--- src/rtl/kcpsmx_io_responder_pkg.sv ---
// Shared definitions for the kcpsmx I/O responder: register offsets,
// STATUS bit positions and the sticky-flag update helper.
package kcpsmx3_inc;

  // Register offsets relative to BASE_ADDR
  typedef enum logic [2:0] {
    IO_GPIO_OUT     = 3'd0,
    IO_GPIO_IN      = 3'd1,
    IO_TIMER_RELOAD = 3'd2,
    IO_STATUS       = 3'd3,
    IO_IRQ_EN       = 3'd4,
    IO_RX_DATA      = 3'd5
  } io_reg_t;

  localparam logic [7:0] IO_NUM_REGS = 8'd6;

  // STATUS bit positions
  localparam int ST_TIMER     = 0;
  localparam int ST_GPIO_RISE = 1;
  localparam int ST_NOT_EMPTY = 2;
  localparam int ST_FULL      = 3;
  localparam int ST_OVERFLOW  = 4;

  // A set in the same cycle as a clear wins, so the flag stays 1
  function automatic logic [4:0] sticky_next(input logic [4:0] q,
                                             input logic [4:0] set,
                                             input logic [4:0] clr);
    return set | (q & ~clr);
  endfunction

endpackage

--- src/rtl/kcpsmx_io_fifo.sv ---
// Synchronous receive FIFO: push/pop, full/empty flags, head data and a
// drop pulse when a push is refused because the FIFO is full.
module kcpsmx_io_fifo #(
  parameter int DEPTH = 8,
  parameter int W     = 8
) (
  input  logic         clk_i,
  input  logic         reset_i,
  input  logic         push_i,
  input  logic         pop_i,
  input  logic [W-1:0] din_i,
  output logic [W-1:0] dout_o,
  output logic         empty_o,
  output logic         full_o,
  output logic         drop_o
);

  localparam int AW = $clog2(DEPTH);
  localparam int CW = AW + 1;

  logic [W-1:0]  mem_q [DEPTH];
  logic [AW-1:0] wr_ptr_q, wr_ptr_d;
  logic [AW-1:0] rd_ptr_q, rd_ptr_d;
  logic [CW-1:0] cnt_q, cnt_d;
  logic          pop_ok_s, push_ok_s;

  assign empty_o   = (cnt_q == {CW{1'b0}});
  assign full_o    = (cnt_q == CW'(DEPTH));
  assign dout_o    = mem_q[rd_ptr_q];
  // A pop on an empty FIFO does nothing; a push on a full FIFO is accepted
  // only if a real pop frees a slot in the same cycle.
  assign pop_ok_s  = pop_i & ~empty_o;
  assign push_ok_s = push_i & (~full_o | pop_ok_s);
  assign drop_o    = push_i & ~push_ok_s;

  // Next-state pointers and occupancy; pointers wrap since DEPTH is 2^AW
  always_comb begin
    wr_ptr_d = push_ok_s ? wr_ptr_q + AW'(1) : wr_ptr_q;
    rd_ptr_d = pop_ok_s  ? rd_ptr_q + AW'(1) : rd_ptr_q;
    cnt_d    = cnt_q + CW'(push_ok_s) - CW'(pop_ok_s);
  end

  // Pointer and count registers
  always_ff @(posedge clk_i) begin
    if (reset_i) begin
      wr_ptr_q <= {AW{1'b0}};
      rd_ptr_q <= {AW{1'b0}};
      cnt_q    <= {CW{1'b0}};
    end else begin
      wr_ptr_q <= wr_ptr_d;
      rd_ptr_q <= rd_ptr_d;
      cnt_q    <= cnt_d;
    end
  end

  // Storage array; contents are don't-care until written
  always_ff @(posedge clk_i) begin
    if (push_ok_s && !reset_i) begin
      mem_q[wr_ptr_q] <= din_i;
    end
  end

endmodule

--- src/rtl/kcpsmx_io_responder.sv ---
// kcpsmx I/O port responder: GPIO, prescaled down-counting timer, interrupt
// with acknowledge, and an optional RX FIFO enabled by KCPSMX_IO_RXFIFO_EN.
module kcpsmx_io_responder
  import kcpsmx3_inc::*;
#(
  parameter logic [7:0] BASE_ADDR  = 8'h00,
  parameter int         PRESCALE   = 16,
  parameter int         FIFO_DEPTH = 8
) (
  input  logic       clk,
  input  logic       reset,
  input  logic [7:0] port_id,
  input  logic       write_strobe,
  input  logic [7:0] out_port,
  input  logic       read_strobe,
  output logic [7:0] in_port,
  output logic       interrupt,
  input  logic       interrupt_ack,
  input  logic [7:0] gpio_in,
  output logic [7:0] gpio_out,
  input  logic [7:0] rx_data,
  input  logic       rx_strobe
);

  localparam int            PW          = $clog2(PRESCALE);
  localparam logic [PW-1:0] PRESC_LAST  = PW'(PRESCALE - 1);
  localparam logic [4:0]    STICKY_MASK = (5'd1 << ST_TIMER) | (5'd1 << ST_GPIO_RISE) |
                                          (5'd1 << ST_OVERFLOW);
`ifdef KCPSMX_IO_RXFIFO_EN
  localparam logic [4:0]    IRQ_MASK    = 5'h1F;
`else
  localparam logic [4:0]    IRQ_MASK    = 5'h03;
`endif

  logic [7:0]    gpio_out_q, gpio_out_d;
  logic [4:0]    irq_en_q, irq_en_d;
  logic [7:0]    reload_q, reload_d;
  logic [7:0]    count_q, count_d;
  logic [PW-1:0] presc_q, presc_d;
  logic [4:0]    sticky_q, sticky_d;
  logic          interrupt_q;
  logic [7:0]    sync1_q, sync2_q, prev_q;

  logic [7:0] off_s;
  logic       hit_s, rd_s, wr_s, pop_s, tick_s, timer_set_s, rise_s;
  io_reg_t    reg_s;
  logic [7:0] status_s;
  logic [4:0] set_s, clr_s;
  logic [7:0] fifo_head_s;
  logic       fifo_empty_s, fifo_full_s, fifo_drop_s;

  // Address decode: offset wraps modulo 256 so BASE_ADDR may sit anywhere
  assign off_s  = port_id - BASE_ADDR;
  assign hit_s  = (off_s < IO_NUM_REGS);
  assign reg_s  = io_reg_t'(off_s[2:0]);
  assign rd_s   = read_strobe & hit_s & ~reset;
  assign wr_s   = write_strobe & hit_s & ~reset;
  assign pop_s  = rd_s & (reg_s == IO_RX_DATA) & ~fifo_empty_s;

  assign tick_s      = (presc_q == PRESC_LAST);
  assign timer_set_s = tick_s & (reload_q != 8'd0) & (count_q == 8'd1);
  assign rise_s      = |(sync2_q & ~prev_q);

  assign status_s = {3'b000, sticky_q[ST_OVERFLOW], fifo_full_s, ~fifo_empty_s,
                     sticky_q[ST_GPIO_RISE], sticky_q[ST_TIMER]};

  assign gpio_out  = gpio_out_q;
  assign interrupt = interrupt_q;

`ifdef KCPSMX_IO_RXFIFO_EN
  kcpsmx_io_fifo #(
    .DEPTH (FIFO_DEPTH),
    .W     (8)
  ) u_fifo (
    .clk_i   (clk),
    .reset_i (reset),
    .push_i  (rx_strobe),
    .pop_i   (pop_s),
    .din_i   (rx_data),
    .dout_o  (fifo_head_s),
    .empty_o (fifo_empty_s),
    .full_o  (fifo_full_s),
    .drop_o  (fifo_drop_s)
  );
`else
  logic unused_s;
  assign fifo_head_s  = 8'h00;
  assign fifo_empty_s = 1'b1;
  assign fifo_full_s  = 1'b0;
  assign fifo_drop_s  = 1'b0;
  assign unused_s     = ^{rx_data, rx_strobe, pop_s, FIFO_DEPTH[0]};
`endif

  // Combinational read mux; zero whenever no mapped register is being read
  always_comb begin
    in_port = 8'h00;
    if (rd_s) begin
      case (reg_s)
        IO_GPIO_OUT:     in_port = gpio_out_q;
        IO_GPIO_IN:      in_port = sync2_q;
        IO_TIMER_RELOAD: in_port = reload_q;
        IO_STATUS:       in_port = status_s;
        IO_IRQ_EN:       in_port = {3'b000, irq_en_q};
        IO_RX_DATA:      in_port = fifo_empty_s ? 8'h00 : fifo_head_s;
        default:         in_port = 8'h00;
      endcase
    end else begin
      in_port = 8'h00;
    end
  end

  // Register writes, timer stepping and sticky flag next-state
  always_comb begin
    gpio_out_d = gpio_out_q;
    irq_en_d   = irq_en_q;
    reload_d   = reload_q;
    clr_s      = 5'd0;
    if (wr_s) begin
      case (reg_s)
        IO_GPIO_OUT:     gpio_out_d = out_port;
        IO_TIMER_RELOAD: reload_d   = out_port;
        IO_STATUS:       clr_s      = out_port[4:0];
        IO_IRQ_EN:       irq_en_d   = out_port[4:0] & IRQ_MASK;
        default:         gpio_out_d = gpio_out_q;
      endcase
    end else begin
      clr_s = 5'd0;
    end
    if (interrupt_ack) begin
      clr_s = clr_s | irq_en_q;
    end else begin
      clr_s = clr_s;
    end

    presc_d = tick_s ? {PW{1'b0}} : presc_q + PW'(1);
    count_d = count_q;
    if (wr_s && (reg_s == IO_TIMER_RELOAD)) begin
      presc_d = {PW{1'b0}};
      count_d = out_port;
    end else if (tick_s && (reload_q != 8'd0)) begin
      count_d = (count_q == 8'd1) ? reload_q : count_q - 8'd1;
    end else begin
      count_d = count_q;
    end

    set_s    = {fifo_drop_s, 2'b00, rise_s, timer_set_s};
    sticky_d = sticky_next(sticky_q, set_s, clr_s & STICKY_MASK) & STICKY_MASK;
  end

  // State registers, synchronizers and registered interrupt request
  always_ff @(posedge clk) begin
    if (reset) begin
      gpio_out_q  <= 8'h00;
      irq_en_q    <= 5'd0;
      reload_q    <= 8'h00;
      count_q     <= 8'h00;
      presc_q     <= {PW{1'b0}};
      sticky_q    <= 5'd0;
      interrupt_q <= 1'b0;
      sync1_q     <= 8'h00;
      sync2_q     <= 8'h00;
      prev_q      <= 8'h00;
    end else begin
      gpio_out_q  <= gpio_out_d;
      irq_en_q    <= irq_en_d;
      reload_q    <= reload_d;
      count_q     <= count_d;
      presc_q     <= presc_d;
      sticky_q    <= sticky_d;
      interrupt_q <= |(status_s[4:0] & irq_en_q);
      sync1_q     <= gpio_in;
      sync2_q     <= sync1_q;
      prev_q      <= sync2_q;
    end
  end

endmodule

--- config.mk ---
export PLATFORM = sky130hd
export DESIGN_NAME = kcpsmx_io_responder
export DESIGN_NICKNAME = d
export VERILOG_FILES = /design/src/rtl/kcpsmx_io_responder_pkg.sv /design/src/rtl/kcpsmx_io_fifo.sv /design/src/rtl/kcpsmx_io_responder.sv
export SDC_FILE = /design/constraint.sdc
export NUM_CORES = 1
export LEC_CHECK = 0
export CORE_MARGIN = 10
export CORE_UTILIZATION = 50
export DETAILED_ROUTE_END_ITERATION = 10
export GPL_TIMING_DRIVEN = 1
export HOLD_SLACK_MARGIN = 0.1
export PLACE_DENSITY = 0.88
export SYNTH_ARGS = -nofsm -noshare
export SYNTH_HDL_FRONTEND = slang
export SYNTH_SLANG_ARGS = --single-unit
--- constraint.sdc ---
create_clock -name clk -period 2.6 [get_ports clk]
set_clock_uncertainty 0.2 [all_clocks]
set_input_delay 0.26 -clock clk [delete_from_list [all_inputs] [get_ports clk]]
set_output_delay 0.26 -clock clk [all_outputs]
set_load 0.1 [all_outputs]
==> out/results.ini, run 1 <==
[outcome]
status = finished, final reports clean

[yosys]
syn-num-nets = 340
ys_types = 44
ys_warn_count = 0
synth_edf_count = 0
synth_cells = 299
synth.cell_area_um2 = 2580
syn-mean-instance-area_um2 = 8.64
synth_top_area_share_pct = 44.9
postSynth.asyncResetShare_pct = 0
ys_top_cells_by_area = dfxtp_1 45%, mux2i_1 7.4%, nor2_1 5.8%, nor2b_1 5.6%, a21oi_1 4.5%
synth-main-ff-cell = dfxtp_1
yosysTopAreaCell = dfxtp_1
yosysMostFrequentCell = dfxtp_1
synth_seq_area_share_pct = 44.9
synth-seq-cells = 58
synthTopCellsByCount = 58 x dfxtp_1, 40 x nor2_1, 23 x a21oi_1, 23 x nor2b_1

[pwr]
vdd_drop_max_v = 0.000282
p_int_uw = 1450
pwr-share-seq_pct = 48.8
pwr-share-clk_pct = 43.8
power.switching_uw = 435
power_density_nw_per_um2 = 536
combPwrFrac_pct = 7.4
power.leakage_uw = 0.00131
switching_share_pct = 23.0

[worst_setup_path]
reg2reg_slack_ns = 0.21
crit_top_cell = buf_12
required_ns = 2.14
crit_arrival_ns = 2.08
reg2reg_to = count_q[0]
cp_max_fo = 6
cp-end-kind = primary output
crit_type = in -> out
critPathMaxStageDelay_ns = 0.54
slowest_stage = or4b_4
r2r.worst_path.cells = 6
worstSetupStartpointType = input pin
crit_chain = clkdlybuf4s50_1 > a211oi_4 > nand2_1 > or4b_4 > buf_12 > nor2b_4 > buf_12
r2r-start = count_q[0]

[worst_hold_path]
whs_endpoint = sync2_q[7]
hold_start = sync1_q[7]
hold_class = reg -> reg
holdPathStages = 1

[place]
post-dp-hpwl_um = 4730
gp_congestion = 0.947
place_area_um2 = 3280
io_buffers = 45
dpl_worst_slack_ns = -0.119

[floorplanning]
die_w_um = 91.9
rows = 26
io-pin-count = 55
initial_core_util_pct = 50.9
dieArea_um2 = 8440
core_um2 = 5070
die_y_um = 91.9

[sta]
setup_violations = 0
tightestPinTransition_ns = 0.501
finalCritPeriodShare_pct = 97.7
fin_hold_ws_ns = 0.236
post-route-min-period_ns = 2.54
rsz0062_at_grt = false
drv_slew = 0
fin_ws_ns = 0.0602
tns_ns = 0
slew_headroom_pct = 66.6
fmax_mhz = 394
finalHoldViolCount = 0

[cts]
cts_tree = built
clk_pin_slew_ns = 0.07
postCtsSetupRepairBufs = 0
clock-sinks = 58
cts_made_buffers = 9
htree_levels = 3
ctsRootBufferMaster = clkbuf_8
clock_latency_ns = 0.34
cts.path.max_buffers = 2

[route]
wirelength_um = 6520
firstDrtPassIters = 4
ant_nets = 0
routedWlPerCell_um = 15.3
drc = 0
drt_iter0_markers = 257
avgViaCountPerCell = 5.41
dr_total_vias = 2311

[flow_run]
cap_viol_max_count = 0

[cells_and_area]
finish.utilization_pct = 69.4
antenna_cells = 0
fin_nets = 393
layout-drive-gt1-share_pct = 17.4
syn2layout_area_growth_pct = 36.2
fin_area_um2 = 3520

[grt]
grt_pass1_vias = 2339
grt_max_degree = 44
overflow = 0
grt_pass1_wl_um = 11100
track_usage_pct = 16.3
grt_antenna_before_repair = 0

## through the flow
stage / instances / power, uW
finish: 427 / 1890
floorplan: 299 / 1010
CTS: 427 / 1900
detailed placement: 410 / 1070
global placement: 410 / 1070
global route: 427 / 1960
## kinds of logic (layout without fill, tap and decap cells)
logic type / after synthesis / after routing / synth area share (%)
multiplexers: 20 / 20 / 8.23
AND/OR/NAND/NOR: 125 / 125 / 24.9
XOR/XNOR: 4 / 4 / 1.36
AO/OA/AOI/OAI: 57 / 57 / 13.9
flip-flops: 58 / 58 / 44.9
buffers and inverters: 32 / 90 / 5.18
adder cells (fa/ha/maj): 3 / 3 / 1.45
## registers in the layout (all words and copies together), names as in the netlist
register and count:
prev_q 8, gpio_out 8, sticky_q 3, sync2_q 8, sync1_q 8, count_q 8, interrupt 1, irq_en_q 2
presc_q 4, reload_q 8
## power by group through the flow
stage / Sequential, uW / Combinational, uW / Clock (uW)
3_5_place_dp: 940 / 135 / 0
2_1_floorplan: 937 / 68.4 / 0
3_3_place_gp: 939 / 132 / 0
4_1_cts: 920 / 137 / 847
5_1_grt: 922 / 152 / 884
6_report: 920 / 139 / 827
## repair_timing
action	4_1_cts	5_1_grt
setup endpoints to repair	6	2
hold buffers	1	0
resized for setup	7	1
endpoints found under the hold margin	7	0
pin swaps	0	0
gates cloned	0	0
## how the worst max path moves through the flow
stage | end | slack [ns] | cells past startpoint | from
2_1_floorplan | in_port[4] | -0.04 | 6 | port_id[2]
6_report | in_port[4] | 0.06 | 7 | port_id[7]
3_5_place_dp | in_port[4] | -0.12 | 7 | port_id[1]
3_3_place_gp | in_port[4] | -0.09 | 7 | port_id[1]
4_1_cts | in_port[4] | 0.07 | 6 | reset
5_1_grt | in_port[4] | 0.01 | 7 | port_id[6]
## critical path, delay by kind of cell
family	cells	cell delay, ns
buffers and inverters	3	0.79
AO/OA/AOI/OAI	1	0.24
AND/OR/NAND/NOR	3	0.77
## layout by cell type (no fill, tap or decap), drive strengths merged, types with 3 or more instances in the layout
cell	instances
a211oi	7
a21oi	23
a221o	3
and3	3
buf	31
clkbuf	10
clkdlybuf4s50	25
clkinvlp	3
dfxtp	58
ha	3
inv	15
mux2i	19
nand2	19
nand2b	8
nor2	40
nor2b	23
nor3	11
nor4	5
o211ai	4
o21ai	9
o22ai	3
xnor2	4
## layout make-up
cell class                      count  area [um2]
Clock inverter                      6        66.3
Multi-Input combinational cell    209        1380
Inverter                           15        56.3
Fill cell                         392        1560
Timing Repair Buffer               59         633
Clock buffer                       10         138
Sequential cell                    58        1160
Tap cell                           70        87.6
## layer usage
metal  routed length (um)  global-route usage (%)  part of all wire [%]  vias up
li1                     -                       -                     -     1132
met1                 2900                    19.6                    45     1065
met2                 2950                    25.2                    45       99
met3                  492                    4.73                   7.5       15
met4                  175                    9.64                   2.7        0
met5                    0                       0                     0        -
No activity file was read; power rests on OpenSTA's default activity.
==> run 2: changes to the inputs <==
--- a/config.mk
+++ b/config.mk
@@ -5,6 +5,7 @@
 export SDC_FILE = /design/constraint.sdc
 export NUM_CORES = 1
 export LEC_CHECK = 0
+export CAP_MARGIN = 10
 export CORE_MARGIN = 10
 export CORE_UTILIZATION = 50
 export DETAILED_ROUTE_END_ITERATION = 10
==> constraint.sdc (replaced) <==
create_clock -name clk -period 2.6 [get_ports clk]
set_clock_uncertainty 0.2 [all_clocks]
set_input_delay 0.52 -clock clk [delete_from_list [all_inputs] [get_ports clk]]
set_output_delay 0.52 -clock clk [all_outputs]
set_load 0.1 [all_outputs]
==> out/results.ini, run 2 (same netlist as run 1, synthesis figures left out) <==
[outcome]
status = complete, but fails checks
violations = negative setup slack

[grt]
grt_pass1_vias = 2417  ; +3.3%
overflow = 0  ; unchanged
grt_antenna_before_repair = 0  ; unchanged
track_usage_pct = 16.4  ; +0.13 points
grt_pass1_wl_um = 11400  ; +2.8%
grt_max_degree = 48  ; +9.1%

[floorplanning]
rows = 26  ; unchanged
core_um2 = 5070  ; unchanged
io-pin-count = 55  ; unchanged
dieArea_um2 = 8440  ; unchanged
die_w_um = 91.9  ; unchanged
initial_core_util_pct = 50.9  ; unchanged
die_y_um = 91.9  ; unchanged

[worst_setup_path]
slowest_stage = or4b_4
cp-end-kind = primary output
crit_chain = buf_8 > a211oi_4 > nand2_2 > or4b_4 > nor2_4 > buf_12
crit_type = in -> out
worstSetupStartpointType = input pin
critPathMaxStageDelay_ns = 0.68  ; +0.14 ns
crit_arrival_ns = 2.00  ; -0.08 ns
cp_max_fo = 6  ; unchanged
required_ns = 1.88  ; -0.26 ns

[pwr]
totalPowerFinal_uw = 1980  ; +4.8%
vdd_drop_max_v = 0.000459  ; +63%
power.leakage_uw = 0.00137  ; +4.9%
power_density_nw_per_um2 = 551  ; +2.7%

[route]
routedWlPerCell_um = 15.7  ; +2.8%
wirelength_um = 6830  ; +4.7%
drc = 0  ; unchanged
ant_nets = 0  ; unchanged
firstDrtPassIters = 4  ; unchanged
dr_total_vias = 2363  ; +2.3%
drt_iter0_markers = 222  ; -14%
avgViaCountPerCell = 5.43  ; +0.37%

[sta]
finalCritPeriodShare_pct = 105  ; +7.1 points
post-route-min-period_ns = 2.72  ; +0.184 ns
drv_slew = 0  ; unchanged
tns_ns = -0.645  ; -0.645 ns
fmax_mhz = 367  ; -6.8%
tightestPinTransition_ns = 0.529  ; +0.0276 ns
fin_ws_ns = -0.124  ; -0.184 ns
setup_violations = 6  ; +6
finalHoldViolCount = 0  ; unchanged
rsz0062_at_grt = true
slew_headroom_pct = 64.7  ; -1.8 points

[cells_and_area]
syn2layout_area_growth_pct = 38.9
multi_input_area_um2 = 1410  ; +2.1%
final_cell_mix = 56 x dfxtp_1, 33 x nor2_1, 30 x buf_4, 21 x nor2b_1, 19 x mux2i_1
antenna_cells = 0  ; unchanged
fill_cells = 382  ; -2.6%
layout-drive-gt1-share_pct = 23.8  ; +6.5 points
seq_area_um2 = 1160  ; +0.22%
fin_nets = 401  ; +2.0%
final_common_cell = dfxtp_1

[place]
io_buffers = 45  ; unchanged
post-dp-hpwl_um = 4810  ; +1.6%
gp_congestion = 0.916  ; -3.2%

[cts]
htree_levels = 3  ; unchanged
clock_latency_ns = 0.33  ; about the same
ctsRootBufferMaster = clkbuf_8
cts.path.max_buffers = 2  ; unchanged
cts_made_buffers = 9  ; unchanged
postCtsHoldBufs = 0  ; -1
clk_pin_slew_ns = 0.07  ; about the same
clock-sinks = 58  ; unchanged
cts_tree = built

[worst_hold_path]
hold_class = reg -> reg

[flow_run]
cap_viol_max_count = 0  ; unchanged

## run 2: final timing paths
| check | endpoint | depth (start not counted) | start | slack [ns] |
|---|---|---|---|---|
| max | in_port[3] | 6 | port_id[2] | -0.12 |
| min | sync2_q[6] | 1 | sync1_q[6] | 0.23 |
| max reg2reg | count_q[0] | 6 | count_q[0] | 0.25 |
| min reg2reg | sync2_q[6] | 1 | sync1_q[6] | 0.23 |
## run 2: critical path, delay by kind of cell
kind                   cells  cell delay, ns
AO/OA/AOI/OAI              1            0.26
AND/OR/NAND/NOR            3            0.93
buffers and inverters      2            0.28
## run 2: final cells by class
class,count,area share (%)
clock inverter,5,2.16
tap,70,2.44
timing repair buffer,67,18.3
sequential,58,32.4
multi-input combinational,209,39.2
clock buffer,11,3.94
inverter,15,1.57
## run 2: through the flow
stage	util [%]	worst slack (ns)	instance area, um2	instances	hold slack [ns]
final	70.7	-0.124	3590	435	0.232
after global routing	70.7	-0.163	3590	435	0.258
after CTS	70.4	-0.0827	3570	434	0.237
after detailed placement	65.3	-0.526	3310	415	0.224
after global placement	65.3	-0.491	3310	415	0.217
after floorplan	-	-0.392	2700	299	0.214
## run 2: power by group
part           total (uW)  internal (uW)  switching, uW
Sequential            920            909           10.8
Clock                 910            562            348
Combinational         146           78.8           67.1
## run 2: what timing repair did
action / 4_1_cts / 5_1_grt
endpoints found under the setup margin: 8 / 8
pin swaps: 8 / 6
resized for setup: 40 / 4
buffers inserted: 3 / 1
## run 2: routing by layer
metal / vias to the layer above / GRT usage [%] / share of wire, %
li1: 1152 / - / -
met1: 1122 / 19.5 / 46
met2: 78 / 27.8 / 48
met3: 11 / 4.07 / 4.6
met4: 0 / 6.17 / 1.9
met5: - / 0 / 0
==> run 3: changes to the inputs <==
--- a/config.mk
+++ b/config.mk
@@ -7,11 +7,12 @@
 export LEC_CHECK = 0
 export CAP_MARGIN = 10
 export CORE_MARGIN = 10
-export CORE_UTILIZATION = 50
+export CORE_UTILIZATION = 45
 export DETAILED_ROUTE_END_ITERATION = 10
 export GPL_TIMING_DRIVEN = 1
 export HOLD_SLACK_MARGIN = 0.1
-export PLACE_DENSITY = 0.88
+export PLACE_DENSITY = 0.84
+export SKIP_LAST_GASP = 1
 export SYNTH_ARGS = -nofsm -noshare
 export SYNTH_HDL_FRONTEND = slang
 export SYNTH_SLANG_ARGS = --single-unit
==> constraint.sdc (replaced) <==
create_clock -name clk -period 2.3 [get_ports clk]
set_clock_uncertainty 0.2 [all_clocks]
set_input_delay 0.46 -clock clk [delete_from_list [all_inputs] [get_ports clk]]
set_output_delay 0.46 -clock clk [all_outputs]
set_load 0.1 [all_outputs]
==> out/results.ini, run 3 (same netlist as run 1, synthesis figures left out) <==
[cts]
cts_made_buffers = 9  ; unchanged
cts_tree = built
clk_pin_slew_ns = 0.07  ; about the same
clock-sinks = 58  ; unchanged
ctsRootBufferMaster = clkbuf_8
clock_latency_ns = 0.34  ; about the same
htree_levels = 3  ; unchanged
cts.path.max_buffers = 2  ; unchanged

[pwr]
p_int_uw = 1760  ; +14%
pwr-share-seq_pct = 46.2  ; -0.4 points
power.switching_uw = 489  ; +15%
switching_share_pct = 21.7  ; +0.18 points
power.leakage_uw = 0.00148  ; +7.8%
power_density_nw_per_um2 = 592  ; +7.6%
totalPowerFinal_uw = 2250  ; +14%
combPwrFrac_pct = 7.8  ; +0.4 points
pwr-share-clk_pct = 46.0  ; about the same
vdd_drop_max_v = 0.000389  ; -15%

[cells_and_area]
fin_nets = 419  ; +4.5%
syn2layout_area_growth_pct = 46.9
antenna_cells = 0  ; unchanged
multi_input_area_um2 = 1430  ; +1.4%
final_cell_mix = 56 x dfxtp_1, 44 x buf_4, 33 x nor2_1, 22 x a21oi_1, 21 x nor2b_1
fin_cells = 455  ; +4.6%
seq_area_um2 = 1160  ; unchanged
final_common_cell = dfxtp_1
fill_cells = 415  ; +8.6%
layout-drive-gt1-share_pct = 27.9  ; +4.1 points

[route]
dr_total_vias = 2452  ; +3.8%
avgViaCountPerCell = 5.39  ; -0.79%
wirelength_um = 7340  ; +7.4%
drc = 0  ; unchanged
ant_nets = 0  ; unchanged
firstDrtPassIters = 4  ; unchanged
routedWlPerCell_um = 16.1  ; +2.7%
drt_iter0_markers = 185  ; -17%

[worst_setup_path]
cp_max_fo = 6  ; unchanged
r2r.worst_path.cells = 6  ; unchanged
reg2reg_to = count_q[3]
reg2reg_slack_ns = 0.09  ; -0.16 ns
crit_arrival_ns = 1.93  ; -0.07 ns
worstSetupStartpointType = input pin
required_ns = 1.64  ; -0.24 ns
cp-end-kind = primary output
crit_type = in -> out
r2r-start = count_q[3]

[floorplanning]
dieArea_um2 = 9170  ; +8.6%
die_y_um = 95.8  ; +4.2%
initial_core_util_pct = 46.6  ; -4.3 points
core_um2 = 5540  ; +9.2%
die_w_um = 95.8  ; +4.2%
io-pin-count = 55  ; unchanged
rows = 27  ; +3.8%

[place]
post-dp-hpwl_um = 5020  ; +4.3%
dpl_worst_slack_ns = -0.725  ; -0.199 ns
gp_congestion = 0.922  ; +0.58%
io_buffers = 45  ; unchanged
dpl.cell_count = 429  ; +3.4%

[grt]
grt_pass1_wl_um = 11800  ; +2.8%
grt_max_degree = 48  ; unchanged
grt-busiest-layer = met2
use_met3_pct = 4.67  ; +0.59 points
grt_antenna_before_repair = 0  ; unchanged
grt_pass1_vias = 2459  ; +1.7%
overflow = 0  ; unchanged
grt.met1_usage_pct = 18.6  ; -0.87 points
gr-usage-met2_pct = 27.7  ; -0.11 points
track_usage_pct = 16.2  ; -0.16 points

[worst_hold_path]
whs_endpoint = sync2_q[3]
hold_start = sync1_q[3]
holdPathStages = 1  ; unchanged
hold_class = reg -> reg

[outcome]
violations = negative setup slack
status = complete, but fails checks

[sta]
fin_hold_ws_ns = 0.226  ; -0.00668 ns
drv_slew = 0  ; unchanged
setup_violations = 8  ; +2
rsz0062_at_grt = true
post-route-min-period_ns = 2.59
tightestPinTransition_ns = 0.618  ; +0.0893 ns
finalHoldViolCount = 0  ; unchanged
tns_ns = -2.15  ; -1.51 ns
fmax_mhz = 386
finalCritPeriodShare_pct = 113
fin_ws_ns = -0.294  ; -0.170 ns
slew_headroom_pct = 58.8  ; -6.0 points

[flow_run]
cap_viol_max_count = 0  ; unchanged

run 3: cell types whose count changed in the layout (fill, tap and decap cells not counted), moves of 2 or more:
| cell | change |
|---|---|
| buf_4 | +14 |
| a21oi_1 | +4 |
| a21oi_2 | -4 |
| buf_12 | +2 |
| buf_6 | +2 |
| dlygate4sd2_1 | -2 |
run 3: worst max-delay path by stage:
stage	endpoint	start	slack (ns)	cells past startpoint
detailed placement	in_port[4]	port_id[2]	-0.72	6
floorplan	in_port[4]	port_id[2]	-0.57	6
global placement	in_port[4]	port_id[2]	-0.68	6
CTS	in_port[4]	port_id[1]	-0.30	6
global route	in_port[4]	port_id[1]	-0.34	6
finish	in_port[4]	read_strobe	-0.29	4
run 3: through the flow:
step	util, %	instance area [um2]
after floorplan	-	2700
after global placement	61.9	3430
after detailed placement	61.9	3430
after CTS	67.3	3730
after global routing	68.5	3800
final	68.5	3800
run 3: power by group through the flow:
stage / combinational, uW / clock (uW) / sequential, uW
floorplan: 81.6 / 0 / 1060
global route: 192 / 1090 / 1040
finish: 175 / 1030 / 1040
global placement: 159 / 0 / 1060
detailed placement: 163 / 0 / 1060
CTS: 171 / 1050 / 1040
run 3: what timing repair did:
item                                    4_1_cts  5_1_grt
setup buffers                                10        1
hold endpoints to repair                      0        0
hold buffers                                  0        0
gates cloned                                  0        1
endpoints found under the setup margin       15       23
resized for setup                            37       11
pin swaps                                     6        7
run 3: metal layers:
layer / share of wire, % / vias up
met4: 2.5 / 0
met1: 42 / 1152
li1: - / 1192
met5: 0 / -
met3: 6.7 / 16
met2: 49 / 92
run 3: layout make-up:
| type | count | share of cell area (%) |
|---|---|---|
| Clock inverter | 5 | 2.04 |
| Multi-Input combinational cell | 209 | 37.6 |
| Inverter | 15 | 1.48 |
| Sequential cell | 58 | 30.7 |
| Tap cell | 72 | 2.37 |
| Timing Repair Buffer | 85 | 22.1 |
| Clock buffer | 11 | 3.72 |
run 3: critical path: stages:
cell             delay, ns
clkdlybuf4s50_1       0.49
or4b_4                0.62
nor2b_4               0.18
buf_12                0.18
